`src/rtl/fpmul_aux_unit_if.sv`:
```
// Port bundle for the FP multiplier auxiliary unit: exponent ALU, mantissa adder,
// operand/product exponent and fraction taps, and the packed flag word.
interface fpmul_aux_unit_if #(
  parameter int ALU_W = 10,
  parameter int ADD_W = 24
);
  logic             alu_ctrl;
  logic [ALU_W-1:0] alu_a;
  logic [ALU_W-1:0] alu_b;
  logic [ALU_W-1:0] alu_y;
  logic [ADD_W-1:0] add_a;
  logic [ADD_W-1:0] add_b;
  logic [ADD_W-1:0] add_y;
  logic             cls_load;
  logic [9:0]       EAP;
  logic [7:0]       EB;
  logic [22:0]      MAP;
  logic [23:0]      MBP;
  logic [11:0]      flags;

  modport master (
    output alu_ctrl, alu_a, alu_b, add_a, add_b, cls_load, EAP, EB, MAP, MBP,
    input  alu_y, add_y, flags
  );

  modport slave (
    input  alu_ctrl, alu_a, alu_b, add_a, add_b, cls_load, EAP, EB, MAP, MBP,
    output alu_y, add_y, flags
  );
endinterface

```
`src/rtl/fpmul_aux_unit.sv`:
```
// Auxiliary datapath for an FP multiplier: exponent add/sub, mantissa increment,
// registered operand classification and zero-latency exponent/rounding flags.
module fpmul_aux_unit #(
  parameter int ALU_W = 10,
  parameter int ADD_W = 24
) (
  input logic          Clk,
  input logic          Rst,
  fpmul_aux_unit_if.slave bus
);

  logic [ALU_W-1:0] alu_res;
  logic [ADD_W-1:0] add_res;

  always_comb begin
    alu_res = bus.alu_ctrl ? (bus.alu_a - bus.alu_b) : (bus.alu_a + bus.alu_b);
    add_res = bus.add_a + bus.add_b;
  end

  assign bus.alu_y = alu_res;
  assign bus.add_y = add_res;

  // Per-operand class register, bits {dnf, zero, inf, nan}; operand 0 is A, 1 is B.
  genvar gi;
  generate
    for (gi = 0; gi < 2; gi++) begin : gen_op
      logic [7:0]  op_exp;
      logic [22:0] op_frac;
      logic        exp_ones;
      logic        exp_zero;
      logic        frac_zero;
      logic [3:0]  cls_d;
      logic [3:0]  cls_q;

      if (gi == 0) begin : gen_a
        assign op_exp  = bus.EAP[7:0];
        assign op_frac = bus.MAP;
      end else begin : gen_b
        assign op_exp  = bus.EB;
        assign op_frac = bus.MBP[22:0];
      end

      always_comb begin
        exp_ones  = &op_exp;
        exp_zero  = ~|op_exp;
        frac_zero = ~|op_frac;
        cls_d     = cls_q;
        if (bus.cls_load) begin
          cls_d = {exp_zero & ~frac_zero,
                   exp_zero &  frac_zero,
                   exp_ones &  frac_zero,
                   exp_ones & ~frac_zero};
        end
      end

      always_ff @(posedge Clk or posedge Rst) begin
        if (Rst) begin
          cls_q <= 4'b0000;
        end else begin
          cls_q <= cls_d;
        end
      end
    end
  endgenerate

  logic a_nan, a_inf, a_zero, a_dnf;
  logic b_nan, b_inf, b_zero, b_dnf;
  logic res_nan, res_inf, res_zero, res_dnf;
  logic ovf, unf, rnd, mph_h;

  assign {a_dnf, a_zero, a_inf, a_nan} = gen_op[0].cls_q;
  assign {b_dnf, b_zero, b_inf, b_nan} = gen_op[1].cls_q;

  always_comb begin
    // Priority: NaN (incl. Inf*0) over Inf over Zero over Denorm.
    res_nan  = a_nan | b_nan | (a_inf & b_zero) | (b_inf & a_zero);
    res_inf  = ~res_nan & (a_inf | b_inf);
    res_zero = ~res_nan & ~res_inf & (a_zero | b_zero);
    res_dnf  = ~res_nan & ~res_inf & ~res_zero & (a_dnf | b_dnf);

    // EAP is a signed biased exponent: overflow at >= 255, underflow at <= 0.
    ovf   = ~bus.EAP[9] & (bus.EAP[8:0] >= 9'd255);
    unf   = bus.EAP[9] | (bus.EAP == 10'd0);
    rnd   = bus.MBP[23];
    mph_h = &bus.MAP;
  end

  assign bus.flags = {res_zero, res_dnf, res_inf, res_nan,
                      mph_h, rnd, unf, ovf,
                      res_nan, res_inf, res_zero, res_dnf};

endmodule

```
`src/flat_wrapper.sv`:
```
// flat-port wrapper written by rule: the top's interface ports become plain ports
module fpmul_aux_unit_flat 
#(
  parameter int ALU_W = 10,
  parameter int ADD_W = 24
)
  (Clk, Rst, bus_alu_ctrl, bus_alu_a, bus_alu_b, bus_add_a, bus_add_b, bus_cls_load, bus_EAP, bus_EB, bus_MAP, bus_MBP, bus_alu_y, bus_add_y, bus_flags);
  fpmul_aux_unit_if #(.ALU_W(ALU_W), .ADD_W(ADD_W)) bus_i ();
  input logic Clk;
  input logic Rst;
  input wire logic [$bits(bus_i.alu_ctrl)-1:0] bus_alu_ctrl;
  input wire logic [$bits(bus_i.alu_a)-1:0] bus_alu_a;
  input wire logic [$bits(bus_i.alu_b)-1:0] bus_alu_b;
  input wire logic [$bits(bus_i.add_a)-1:0] bus_add_a;
  input wire logic [$bits(bus_i.add_b)-1:0] bus_add_b;
  input wire logic [$bits(bus_i.cls_load)-1:0] bus_cls_load;
  input wire logic [$bits(bus_i.EAP)-1:0] bus_EAP;
  input wire logic [$bits(bus_i.EB)-1:0] bus_EB;
  input wire logic [$bits(bus_i.MAP)-1:0] bus_MAP;
  input wire logic [$bits(bus_i.MBP)-1:0] bus_MBP;
  output wire logic [$bits(bus_i.alu_y)-1:0] bus_alu_y;
  output wire logic [$bits(bus_i.add_y)-1:0] bus_add_y;
  output wire logic [$bits(bus_i.flags)-1:0] bus_flags;
  assign bus_i.alu_ctrl = bus_alu_ctrl;
  assign bus_i.alu_a = bus_alu_a;
  assign bus_i.alu_b = bus_alu_b;
  assign bus_i.add_a = bus_add_a;
  assign bus_i.add_b = bus_add_b;
  assign bus_i.cls_load = bus_cls_load;
  assign bus_i.EAP = bus_EAP;
  assign bus_i.EB = bus_EB;
  assign bus_i.MAP = bus_MAP;
  assign bus_i.MBP = bus_MBP;
  assign bus_alu_y = bus_i.alu_y;
  assign bus_add_y = bus_i.add_y;
  assign bus_flags = bus_i.flags;
  fpmul_aux_unit #(.ALU_W(ALU_W), .ADD_W(ADD_W)) u_core (.Clk(Clk), .Rst(Rst), .bus(bus_i));
endmodule
```
`config.mk`:
```
export PLATFORM = sky130hd
export DESIGN_NAME = fpmul_aux_unit_flat
export DESIGN_NICKNAME = d
export VERILOG_FILES = /design/src/rtl/fpmul_aux_unit_if.sv /design/src/rtl/fpmul_aux_unit.sv /design/src/flat_wrapper.sv
export SDC_FILE = /design/constraint.sdc
export NUM_CORES = 1
export LEC_CHECK = 0
export CAP_MARGIN = 20
export CELL_PAD_IN_SITES_DETAIL_PLACEMENT = 1
export CELL_PAD_IN_SITES_GLOBAL_PLACEMENT = 1
export CORE_ASPECT_RATIO = 0.8
export CORE_MARGIN = 5
export CORE_UTILIZATION = 22
export DETAILED_ROUTE_END_ITERATION = 10
export MAX_ROUTING_LAYER = met4
export PLACE_DENSITY_LB_ADDON = 0.1
export SLEW_MARGIN = 20
export SYNTH_ARGS = -nofsm -noshare
export SYNTH_HDL_FRONTEND = slang
export SYNTH_SLANG_ARGS = --single-unit
```
`constraint.sdc`:
```
create_clock -name Clk -period 3.75 [get_ports Clk]
set_input_delay 0.5625 -clock Clk [delete_from_list [all_inputs] [get_ports Clk]]
set_output_delay 0.5625 -clock Clk [all_outputs]
set_load 0.005 [all_outputs]
```
==> flow_summary.yaml <==
status:
  status: "completed"
sta:
  max_freq_ghz: 0.279
  finalSetupViolCount: 0
  layout_setup_ws_ns: 0.160
  slew_violations: 0
  slew_headroom: 0.553
  finalHoldViolCount: 0
  worstMarginPinSlew_ns: 0.653
  min_period_ns: 3.59
  fin_worst_skew_ns: 0
  fin_crit_sh: 0.957
  rsz0062_at_grt: "no"
job:
  drv_cap: 0
worst_setup_path:
  cp_max_fo: 6
  worstSetupPathType: "primary input to output port"
  crit_arrival_ns: 3.03
  cp-end-kind: "output port"
  crit_path_start_kind: "primary input"
  critPathRequiredTime_ns: 3.19
routing:
  drtPass1Iterations: 4
  highest_layer: "met4"
  viasPerCell: 4.68
  m1WireLength_mm: 4.83
  wl_per_cell_um: 15.8
  wl_met2_mm: 5.79
  wl_met3_um: 570
  antenna_left: 0
  wirelength_mm: 11.3
  drt_iter0_markers: 56
  num_vias: 3330
  post-route-drc-count: 0
synth:
  synth_area_per_cell_um2: 7.23
  ys_top_cells_by_area: "ha_1 17%, xnor2_1 9.6%, dfrtp_1 8.4%"
  async_flop_share: 1.00
  synth_top_area_share: 0.174
  syn-instance-count: 328
  ys_top_cells_by_count: "33 x ha_1, 32 x nor2_1, 29 x a21oi_1"
  syn-num-nets: 500
  yosys.cell_types.count: 47
  netlist_area_mm2: 0.00237
  ys_seq_area_frac: 0.0844
  yosys.area.top_type: "ha_1"
  synth-edff-count: 0
  ys_seq_elements: 8
  yosysWarnings: 0
  synth.most_common_cell: "ha_1"
  ys.flop_type: "dfrtp_1"
placed_design:
  port_buffers: 180
  gp_congestion: 0.890
  pre_cts_slack_ns: -0.348
  place_hpwl_mm: 9.83
clock_tree:
  holdBufCountCts: 0
  cts_sinks: 8
  cts_tree: "done"
  clock_latency_ns: 0.23
  clk_pin_slew_ns: 0.04
  ctsHtreeMaxLevel: 1
  cts_made_buffers: 3
  cts-root-buf: "clkbuf_16"
  cts_max_path_buffers: 2
power:
  ir_drop_mv: 0.0995
  p_sw_frac: 0.329
  seqPwrFrac: 0.082
  p_leak_nw: 2.13
  p_clk_frac: 0.171
  power_density_mw_per_mm2: 213
  switching_power_w: 0.000351
  comb_power_share: 0.747
  p_int_w: 0.000715
final_layout:
  drive_gt1_frac: 0.207
  diodes: 0
  nets: 745
  area_growth_pct: 111
  largest_registers: "u_core.gen_op.cls_q: 8 flops"
  fin_util: 0.481
  largest_register: "u_core.gen_op.cls_q"
  largest_reg_flops: 8
floorplanning:
  initial_core_util: 0.228
  core_area_mm2: 0.0104
  rows: 33
  num_io_pins: 183
  fp.dieArea_mm2: 0.0130
  die_h_um: 103
  die_w_um: 126
global_routing:
  antenna_found_initial: 0
  grt_pass1_vias: 3628
  grt_use_total: 0.168
  grt_start_max_net_pins: 13
  grt.overflow.total: 0
  grt_pass1_wl_mm: 17.6
min_path:
  worstHoldPathType: "flip-flop to flip-flop"
-- layout by cell type (no fill, tap or decap), drive strengths merged, types with 9 or more instances in the layout --
cell | netlist | layout
clkdlybuf4s50 | 0 | 163
buf | 15 | 79
ha | 33 | 33
nor2 | 32 | 32
a21oi | 30 | 30
xnor2 | 26 | 26
inv | 24 | 24
nand2 | 19 | 19
nand4 | 16 | 16
nor4 | 14 | 14
xor2 | 12 | 12
o21ai | 12 | 12
o21bai | 10 | 10
nor3 | 9 | 9
nand3 | 9 | 9
-- layer usage --
layer | GRT usage | up-vias
met5 | - | -
met4 | 0.0181 | 0
met3 | 0.0264 | 9
met2 | 0.313 | 99
met1 | 0.200 | 1542
li1 | - | 1680
-- kinds of logic after synthesis --
family / Yosys count / synth area share
flops: 8 / 0.0844
buf+inv: 42 / 0.0908
fa+ha+maj: 35 / 0.191
xor+xnor: 38 / 0.140
simple gates: 112 / 0.236
mux: 1 / 0.00422
compound gates: 92 / 0.253
-- critical path: stages --
cell and delay [ns]:
clkdlybuf4s50_1 0.45, ha_4 0.32, a21oi_2 0.07, nand3b_1 0.17, a221o_1 0.39, a31oi_4 0.20, nand3_2 0.10, nand2_1 0.08
xor2_1 0.15, clkdlybuf4s50_1 0.52
-- per-stage QoR --
| step | area, µm² | hold slack (ns) | TNS [ns] | total power [W] | cells |
|---|---|---|---|---|---|
| final | 5010 | 0.539 | 0 | 0.00107 | 711 |
| after detailed placement | 4730 | 0.536 | -2.22 | 0.000869 | 697 |
| after CTS | 4920 | 0.542 | 0 | 0.00106 | 706 |
| after floorplan | 2370 | 0.378 | 0 | 0.000384 | 328 |
| after global placement | 4730 | 0.529 | -1.91 | 0.000854 | 697 |
| after global routing | 5010 | 0.563 | 0 | 0.00115 | 711 |
-- worst paths after layout --
check,start,end,slack (ns),cells past startpoint
min reg2reg,u_core.gen_op[1].cls_q[3],u_core.gen_op[1].cls_q[3],0.54,2
max reg2reg,u_core.gen_op[1].cls_q[2],u_core.gen_op[1].cls_q[2],3.04,2
min in group asynchronous,Rst,u_core.gen_op[0].cls_q[3],0.61,2
max,bus_add_a[8],bus_add_y[21],0.16,10
min,u_core.gen_op[1].cls_q[3],u_core.gen_op[1].cls_q[3],0.54,2
max in group asynchronous,Rst,u_core.gen_op[1].cls_q[0],2.89,2
-- area by class of cell --
cell class	count	area [µm²]
Fill cell	1317	5400
Timing Repair Buffer	258	2380
Multi-Input combinational cell	278	2090
Sequential cell	8	200
Tap cell	140	175
Inverter	24	90.1
Clock buffer	3	75.1
-- power by group through the flow --
stage / sequential, W / combinational, W / clock [W]
floorplan: 0.0000881 / 0.000296 / 0
global placement: 0.0000881 / 0.000766 / 0
detailed placement: 0.0000881 / 0.000780 / 0
CTS: 0.0000870 / 0.000790 / 0.000186
global route: 0.0000869 / 0.000872 / 0.000194
finish: 0.0000870 / 0.000796 / 0.000182
-- what timing repair did --
action | in CTS | in global routing
pin swaps | 11 | 13
endpoints found under the hold margin | 0 | 0
buffers inserted | 6 | 5
setup endpoints to repair | 14 | 16
resized for setup | 32 | 28
Power figures use the tool's default switching activity.
